[src/rtl/arb_core_pipe.sv]
// arb_core_pipe: multi-core request arbiter with a registered top-side request
// port and an in-order tag FIFO that steers each response back to its core.
// Requests are granted one per cycle by round-robin or fixed priority. Each
// granted core index is recorded so that responses, which arrive in request
// order, return to the core that issued them.
// Handshakes: a transfer happens on any cycle where valid and ready are both
// high at the rising edge. Request-side ready is combinational from the
// current state and the request valids. A held valid keeps its payload stable
// until that transfer.
module arb_core_pipe #(
    parameter  int NUM_CORE   = 8,
    parameter  int ADDR_WIDTH = 16,
    parameter  int DATA_WIDTH = 16,
    parameter  int RSP_WIDTH  = 16,
    parameter  int MAX_OUTST  = 4,
    localparam int IDX_W      = $clog2(NUM_CORE),
    localparam int CNT_W      = $clog2(MAX_OUTST + 1)
) (
    input  logic                           clk,
    input  logic                           rst,
    input  logic                           arb_mode,
    input  logic [NUM_CORE-1:0]            core_req_vld,
    input  logic [ADDR_WIDTH*NUM_CORE-1:0] core_req_addr,
    input  logic [DATA_WIDTH*NUM_CORE-1:0] core_req_dat,
    output logic [NUM_CORE-1:0]            core_req_rdy,
    output logic                           top_req_vld,
    output logic [ADDR_WIDTH-1:0]          top_req_addr,
    output logic [DATA_WIDTH-1:0]          top_req_dat,
    output logic [IDX_W-1:0]               top_req_idx,
    input  logic                           top_req_rdy,
    input  logic                           top_rsp_vld,
    input  logic [RSP_WIDTH-1:0]           top_rsp_dat,
    output logic                           top_rsp_rdy,
    output logic [NUM_CORE-1:0]            core_rsp_vld,
    output logic [RSP_WIDTH-1:0]           core_rsp_dat,
    input  logic [NUM_CORE-1:0]            core_rsp_rdy,
    output logic [CNT_W-1:0]               outst_cnt,
    output logic                           err_rsp_unexp
);

    localparam int PTR_W = $clog2(MAX_OUTST);

    // Arbitration state and output register
    logic [IDX_W-1:0]      r_ptr;
    logic                  r_req_vld;
    logic [ADDR_WIDTH-1:0] r_req_addr;
    logic [DATA_WIDTH-1:0] r_req_dat;
    logic [IDX_W-1:0]      r_req_idx;

    // Tag FIFO
    logic [IDX_W-1:0]      r_tag_mem [MAX_OUTST];
    logic [PTR_W-1:0]      r_wr_ptr;
    logic [PTR_W-1:0]      r_rd_ptr;
    logic [CNT_W-1:0]      r_cnt;
    logic                  r_err;

    // Combinational signals
    logic                  w_gnt_found;
    logic [IDX_W-1:0]      w_gnt_idx;
    logic [IDX_W-1:0]      w_pos;
    logic [ADDR_WIDTH-1:0] w_sel_addr;
    logic [DATA_WIDTH-1:0] w_sel_dat;
    logic                  w_full;
    logic                  w_ne;
    logic                  w_can_acc;
    logic                  w_acc;
    logic                  w_pop;
    logic [IDX_W-1:0]      w_head;

    assign w_full    = (r_cnt == CNT_W'(MAX_OUTST));
    assign w_ne      = (r_cnt != '0);
    assign w_can_acc = (!r_req_vld || top_req_rdy) && !w_full;
    assign w_acc     = w_can_acc && w_gnt_found;
    assign w_head    = r_tag_mem[r_rd_ptr];
    assign w_pop     = top_rsp_vld && w_ne && core_rsp_rdy[w_head];

    // Grant search. It scans in reverse, so the last hit wins. That hit is
    // the first candidate in priority order: from the pointer for
    // round-robin, or from index 0 for fixed priority.
    always_comb begin
        w_gnt_found = 1'b0;
        w_gnt_idx   = '0;
        w_pos       = '0;
        for (int k = NUM_CORE - 1; k >= 0; k--) begin
            if (arb_mode) begin
                w_pos = IDX_W'(k);
            end else begin
                w_pos = IDX_W'((int'(r_ptr) + k) % NUM_CORE);
            end
            if (core_req_vld[w_pos]) begin
                w_gnt_found = 1'b1;
                w_gnt_idx   = w_pos;
            end
        end
    end

    // Select the granted core's address and data fields
    always_comb begin
        w_sel_addr = '0;
        w_sel_dat  = '0;
        for (int i = 0; i < NUM_CORE; i++) begin
            if (IDX_W'(i) == w_gnt_idx) begin
                w_sel_addr = core_req_addr[i*ADDR_WIDTH +: ADDR_WIDTH];
                w_sel_dat  = core_req_dat[i*DATA_WIDTH +: DATA_WIDTH];
            end
        end
    end

    // One-hot request ready for the accepted core only
    always_comb begin
        core_req_rdy = '0;
        if (w_acc) core_req_rdy[w_gnt_idx] = 1'b1;
    end

    // Round-robin pointer advances past every accepted grant, in either mode
    always_ff @(posedge clk) begin
        if (rst) begin
            r_ptr <= '0;
        end else if (w_acc) begin
            r_ptr <= (int'(w_gnt_idx) == NUM_CORE - 1) ? '0 : w_gnt_idx + 1'b1;
        end
    end

    // Output register: load on accept, clear after a handshake, else hold
    always_ff @(posedge clk) begin
        if (rst) begin
            r_req_vld  <= 1'b0;
            r_req_addr <= '0;
            r_req_dat  <= '0;
            r_req_idx  <= '0;
        end else if (w_acc) begin
            r_req_vld  <= 1'b1;
            r_req_addr <= w_sel_addr;
            r_req_dat  <= w_sel_dat;
            r_req_idx  <= w_gnt_idx;
        end else if (top_req_rdy) begin
            r_req_vld  <= 1'b0;
        end
    end

    // Tag storage. Contents need no reset because the pointers define validity.
    always_ff @(posedge clk) begin
        if (w_acc) r_tag_mem[r_wr_ptr] <= w_gnt_idx;
    end

    // Tag FIFO pointers and occupancy. An accept is never granted while full,
    // so a push never meets a full FIFO, even when a pop occurs that cycle.
    always_ff @(posedge clk) begin
        if (rst) begin
            r_wr_ptr <= '0;
            r_rd_ptr <= '0;
            r_cnt    <= '0;
        end else begin
            if (w_acc) r_wr_ptr <= r_wr_ptr + 1'b1;
            if (w_pop) r_rd_ptr <= r_rd_ptr + 1'b1;
            case ({w_acc, w_pop})
                2'b10:   r_cnt <= r_cnt + 1'b1;
                2'b01:   r_cnt <= r_cnt - 1'b1;
                default: r_cnt <= r_cnt;
            endcase
        end
    end

    // Flag a response that arrived with no outstanding tag
    always_ff @(posedge clk) begin
        if (rst) begin
            r_err <= 1'b0;
        end else begin
            r_err <= top_rsp_vld && !w_ne;
        end
    end

    // Steer the response valid to the head-tag core
    always_comb begin
        core_rsp_vld = '0;
        if (top_rsp_vld && w_ne) core_rsp_vld[w_head] = 1'b1;
    end

    assign top_rsp_rdy   = w_ne ? core_rsp_rdy[w_head] : 1'b1;
    assign core_rsp_dat  = top_rsp_dat;
    assign top_req_vld   = r_req_vld;
    assign top_req_addr  = r_req_addr;
    assign top_req_dat   = r_req_dat;
    assign top_req_idx   = r_req_idx;
    assign outst_cnt     = r_cnt;
    assign err_rsp_unexp = r_err;

endmodule

[config.mk]
export PLATFORM = sky130hd
export DESIGN_NAME = arb_core_pipe
export DESIGN_NICKNAME = d
export VERILOG_FILES = /design/src/rtl/arb_core_pipe.sv
export SDC_FILE = /design/constraint.sdc
export NUM_CORES = 1
export LEC_CHECK = 0
export ABC_CLOCK_PERIOD_IN_PS = 5700
export CAP_MARGIN = 30
export CORE_AREA = 4 4 142 144
export DETAILED_ROUTE_END_ITERATION = 16
export DIE_AREA = 0 0 146 148
export PLACE_DENSITY = 0.75
export SYNTH_ARGS = -nofsm -noshare
export SYNTH_HDL_FRONTEND = slang
export SYNTH_SLANG_ARGS = --single-unit
[constraint.sdc]
create_clock -name clk -period 5.7 [get_ports clk]
set_input_delay 1.425 -clock clk [delete_from_list [all_inputs] [get_ports clk]]
set_output_delay 1.425 -clock clk [all_outputs]
set_load 0.05 [all_outputs]
---- After elaboration in Yosys (flattened, before gate mapping) ----
Memories as Yosys holds them, arrays and structs flattened. A register that Yosys moved wholly into a read port is not among the register bits.
Cells that the tools add are included.
word-level totals
  register bits after elaboration ......... 47
  bits in writable memories ............... 12
  input port bits ......................... 293
  output and inout bits ................... 73
  logic and storage cells ................. 133
  memories ................................ 1
cells by class
  $add $sub $neg .......................... 12
  order comparisons ....................... 12
  equal/unequal tests ..................... 11
  multiplexer cells ....................... 73
  reductions and logical operators ........ 15
memory list
  memory     words  bits a word  read ports  clocked after Yosys merged registers in  write ports  RTL line  RTL
  r_tag_mem  4      3            1           1                                        1            51        logic [IDX_W-1:0] r_tag_mem [MAX_OUTST];
operators with widths
  kind                   count
  $mux W16               16
  $mux W3                17
  $lt A3 B4 Y1 const B   10
  $bmux W1 S3            9
  $mux W1                24
  $mux W8                2
  $add A3 B3 Y3 const B  4
  $eq A3 B3 Y1 const A   4
  $add A3 B1 Y3 const B  3
  $logic_and A1 B1 Y1    7
  $add A3 B2 Y3 const B  2
  $demux W1 S3           2
  $eq A2 B3 Y1 const A   2
  $ge A3 B1 Y1 const B   2
  $pmux W3 S2            1
  $add A2 B1 Y2 const B  2
  $mux W2                2
  $reduce_bool A2 Y1     2
  $eq A1 B3 Y1 const A   1
  $eq A3 B1 Y1 const B   1
  $eq A3 B3 Y1 const B   1
  $logic_not A1 Y1       3
  $logic_not A3 Y1       1
  $reduce_bool A3 Y1     1
  other kinds (4)        4

---- Logic depth before layout (Yosys ltp) ----
  depth after elaboration ................. 21
  mapped depth ............................ 23
  gate-level depth less buffers ........... 16

---- Worst setup path after synthesis ----
No wires, ideal clock.
  path type ............................... input -> output
  from .................................... input arb_mode
  to ...................................... output core_req_rdy[3]
  arrival ................................. 4.932 ns
  required time ........................... 4.275 ns
  path slack .............................. -0.657 ns
  cell stages on the path ................. 12
  path buffers ............................ 4
  cells stage by stage .................... inv_1 -> and2_1 -> clkbuf_1 -> mux4_2 -> o32ai_2 -> o2bb2ai_2 -> mux2i_1 -> buf_2 -> buf_6 -> buf_2 -> nand2_1 -> nor3_1
on the way
  cells in the longest elaborated chain, start to end .. 16
  elaborated cells on any way between the ends .. 47
  classes of those cells .................. 2 x order compare; 43 x mux; 2 x reduce/logical
ends and longest elaborated chain
  item                                                                RTL line  RTL
  from (decl)                                                         21        input logic arb_mode,
  $mux W3                                                             85        if (arb_mode) begin
  $bmux W1 S3                                                         90        if (core_req_vld[w_pos]) begin
  $mux W1 (not written as such)                                       90
  $mux W3 (7 in a row)                                                90
  $mux W3 *                                                           90
  net w_gnt_idx[0]                                                    59        logic [IDX_W-1:0] w_gnt_idx;
  $lt A3 B4 Y1 (not written as such) or $ge A3 B1 Y1 (tied branches)  112       if (w_acc) core_req_rdy[w_gnt_idx] = 1'b1;
  $logic_and A1 B1 Y1 (not written as such)                           112
  $mux W1 (not written as such)                                       112
  $demux W1 S3 *                                                      112
  $mux W8 *                                                           112
  to (decl)                                                           25        output logic [NUM_CORE-1:0] core_req_rdy,
The timed path passes the listed nets; every way through them passes the cells marked *. The select of a mux whose other input is x is not followed.

---- Final worst setup path ----
  from .................................... input core_req_vld[7]
  to ...................................... output core_req_rdy[1]
on the way
  cells in the longest elaborated chain, start to end .. 15
  elaborated cells on any way between the ends .. 39
  classes of those cells .................. 2 x order compare; 35 x mux; 2 x reduce/logical
ends and longest elaborated chain
  item                                                                RTL line  RTL
  from (decl)                                                         22        input logic [NUM_CORE-1:0] core_req_vld,
  $bmux W1 S3                                                         90
  $mux W1 (not written as such)                                       90
  $mux W3 (8 in a row)                                                90
  $lt A3 B4 Y1 (not written as such) or $ge A3 B1 Y1 (tied branches)  112
  $logic_and A1 B1 Y1 (not written as such)                           112
  $mux W1 (not written as such)                                       112
  $demux W1 S3                                                        112
  $mux W8 *                                                           112
Every way passes the cells marked *; elsewhere a longest branch is shown, timed or not. The select of a mux whose other input is x is not followed.

==> impl_results.md <==
- Delay-heaviest family, CP: buffers and inverters
- GRT Total Usage: 0.2826
- Sequential cell area fraction in the yosys report: 0.1981
- Placed cell areas: 10720 sq um
- Final max-slew violation count: 0
- Flop and latch count out of synthesis: slightly above 60
- Outcome: finished, final reports clean
- Non-filler instance count after layout: between 1k and 1.5k
- Setup crit end kind: output port
- Clk sink count: 61
- Yosys warns: 0
- Crit Path Class: input pin to output port
- Post-route DRC: 0
- Buf/Inv on CP: 3
- Area of the multi-input gates: 5007 sq um
- Final design utilization: 0.5912
- CTS tree: done
- # IOs: between 300 and 400
- Iteration-0 DRC count of the detailed router: approximately 850
- Final period util: 0.9739
- FF-to-FF setup slack: between 1 and 1.5 ns
- Root Buffer: clkbuf_16
- Most common cell in the netlist: clkbuf_1
- Clock slew at reported path FFs: 0.05 ns
- CTS HTree Levels: 3
- R2r worst-path depth: 19
- Placed insts: roughly 1.3k
- Largest net degree at the start of global routing: 54
- Hpwl dp: 23.56 mm
- Post-synth top cells: clkbuf_1, a221oi_1, nand4b_1
- Drt total wl: roughly 32 mm
- Yosys top cell by area: dfxtp_1
- Hold Crit Class: flop to flop
- Static Leak: 4.002 nW
- Share of Yosys cell area claimed by the top area cell type: 0.1449
- First-pass GRT wire length: 48.69 mm
- Grt ovf: 0
- Max Cap Viol: 0
- Setup violators final: 0
- Slew of the pin with the lowest slew margin: approximately 0.99 ns
- CP required: between 4 and 5 ns
- GP Congestion: about 0.95
- Max Buffers Root-to-Sink: 2
- Yosys cell types: 63
- Die width: approximately 150 um
- Clk_lat worst skew: 0.34 ns
- Worst VDD drop: roughly 0.00028 V
- Die height: approximately 150 um
- CP Launch Type: input pin
- Fin. Hold Viols: 0
- Worst-path fanout max: 8
- R2r endpoint: top_req_dat[1]$_SDFFE_PP0P_
- PortBufs: roughly 330
- Post-route cell area: about 11000 sq um
- Syn avg cell area: a little over 8 sq um
- Layout cell share with drive strength beyond 1: 0.1408
- Vias per inst: approximately 6.3
- Clk_skew: between 0.01 and 0.015 ns
- DIE AREA: between 20000 and 25000 sq um
- Hold_sp: top_req_idx[2]$_SDFFE_PP0P_
- Top FF cell, synth: dfxtp_1
- Wire per inst: about 24 um
- Area contributors post-synth: dfxtp_1, a221oi_1, nand4b_1
- Crit path largest cell delay: roughly 0.65 ns
- Initial core utilization: 0.3619
- PwrDens: ~560 nW/um^2
- WHS Endpoint: top_req_idx[2]$_SDFFE_PP0P_
- Layout Nets: around 1.4k
- Reg area: 1341 sq um
- Routed Antenna Nets: 0
- Syn Nets: 1120
- Max Freq: between 150 and 200 MHz
- Cells after Synth: slightly above 800
- Max_slew headroom: 0.3374
- Ys async rst share: 0
- Cells along the critical path: clkdlybuf4s50_1, mux2i_1, and2_1, mux2_2, or2_1, a41oi_2, nand2_2, inv_1, nand2_1, nor3_4, buf_12
- Number of global-route vias before repair: 8557
- CTS Buf Count: 9
- Vias: ~8.6k
- Reg2reg start: r_ptr[1]$_SDFFE_PP0P_
- Area grow syn2layout: 63.33%
- Crit path DAT: between 4 and 5 ns
- CP max stage cell: clkdlybuf4s50_1
- # rows: 50
- Hold depth: 2
- Initial antenna violation count: 2
- Number of synthesized flops with an enable pin: 12
- Synth Cell Area: 6770 sq um
- Fillers: about 1.7k
- DRT Pass-1 Iters: 8
- Core Area: about 19000 sq um
- Final min period: 5.551 ns
[final cells by class]
type                            instances  share of cell area
Multi-Input combinational cell        620              0.4528
Timing Repair Buffer                  416              0.3685
Tap cell                              234             0.02648
Clock inverter                          7            0.004639
Sequential cell                        61              0.1213
Antenna cell                            2           0.0004526
Inverter                               16            0.005431
Clock buffer                            9             0.02037
[where the power goes]
part           switching, mW  internal (mW)
combinational           2.91           2.06
clock                  0.228          0.296
sequential             0.107          0.632
total                   3.24           2.99
[what timing repair did]
action	CTS	global route
hold buffers	0	0
setup endpoints to repair	6	8
pin swaps	0	1
buffers inserted	1	2
resized for setup	2	7
[worst max-delay path by stage]
stage | from | end | slack (ns) | cells past startpoint
after global routing | core_req_vld[7] | core_req_rdy[1] | -0.004 | 11
final | core_req_vld[7] | core_req_rdy[1] | 0.15 | 11
after global placement | arb_mode | core_req_rdy[2] | 0.009 | 12
after floorplan | arb_mode | core_req_rdy[1] | 0.02 | 12
after CTS | arb_mode | core_req_rdy[1] | 0.02 | 13
after detailed placement | arb_mode | core_req_rdy[2] | -0.07 | 12
[logic make-up (layout without fill, tap and decap cells)]
group / count (synthesis) / count (layout) / share of synthesized area
AOI/OAI and AO/OA: 325 / 325 / 0.3657
and+or+nand+nor: 244 / 244 / 0.2460
buffers and inverters: 135 / 448 / 0.09019
DFF: 61 / 61 / 0.1981
muxes: 31 / 31 / 0.06690
adders and majority gates: 11 / 11 / 0.02144
xor gates and xnor gates: 9 / 9 / 0.01164
other: 0 / 2 / 0
[layout by cell type, fill, tap and decap left out, types with 12 or more instances in the layout]
| master | synthesis | routed |
|---|---|---|
| a21o_1 | 33 | 33 |
| o211ai_1 | 32 | 32 |
| edfxtp_1 | 12 | 12 |
| clkdlybuf4s50_1 | 0 | 323 |
| or4b_1 | 33 | 33 |
| o22ai_1 | 35 | 35 |
| a21oi_1 | 16 | 15 |
| a221o_1 | 34 | 34 |
| nand2_1 | 32 | 29 |
| o21ai_0 | 39 | 39 |
| nand4b_1 | 64 | 64 |
| buf_4 | 18 | 79 |
| o21bai_1 | 33 | 33 |
| a221oi_1 | 66 | 66 |
| nor2_1 | 29 | 24 |
| mux2i_1 | 16 | 13 |
| dfxtp_1 | 49 | 49 |
| inv_1 | 15 | 14 |
| nor2b_1 | 39 | 38 |
[metal layers]
| layer | part of all wire | vias up | GRT usage | wire [um] |
|---|---|---|---|---|
| li1 | - | 3909 | - | - |
| met3 | 0.085 | 51 | 0.05978 | 2761 |
| met2 | 0.49 | 516 | 0.4848 | 15720 |
| met4 | 0.024 | 0 | 0.09219 | 769 |
| met5 | 0 | - | 0 | 0 |
| met1 | 0.40 | 4085 | 0.3556 | 13050 |
[sequential cells by signal, summed over array words and instances (netlist names), named ones only]
register and flops:
err_rsp_unexp 1, outst_cnt 3, r_ptr 3, r_rd_ptr 2
r_tag_mem 12, r_wr_ptr 2, top_req_addr 16, top_req_dat 16
top_req_idx 3, top_req_vld 1
[through the flow]
stage | setup slack [ns] | total power [mW] | TNS, ns | hold slack (ns)
2_1_floorplan | 0.01910 | 3.893 | 0 | 0.4692
3_3_place_gp | 0.009469 | 5.604 | 0 | 0.4454
3_5_place_dp | -0.07346 | 5.624 | -0.2167 | 0.4553
4_1_cts | 0.01578 | 6.179 | 0 | 0.4631
5_1_grt | -0.003521 | 6.574 | -0.003521 | 0.5034
6_report | 0.1490 | 6.231 | 0 | 0.4619
[worst min-delay path: stages (launching register included)]
cell and delay (ns):
dfxtp_1 0.30, nand2_1 0.05, a21oi_1 0.06
No activity file was read; power rests on OpenSTA's default activity.
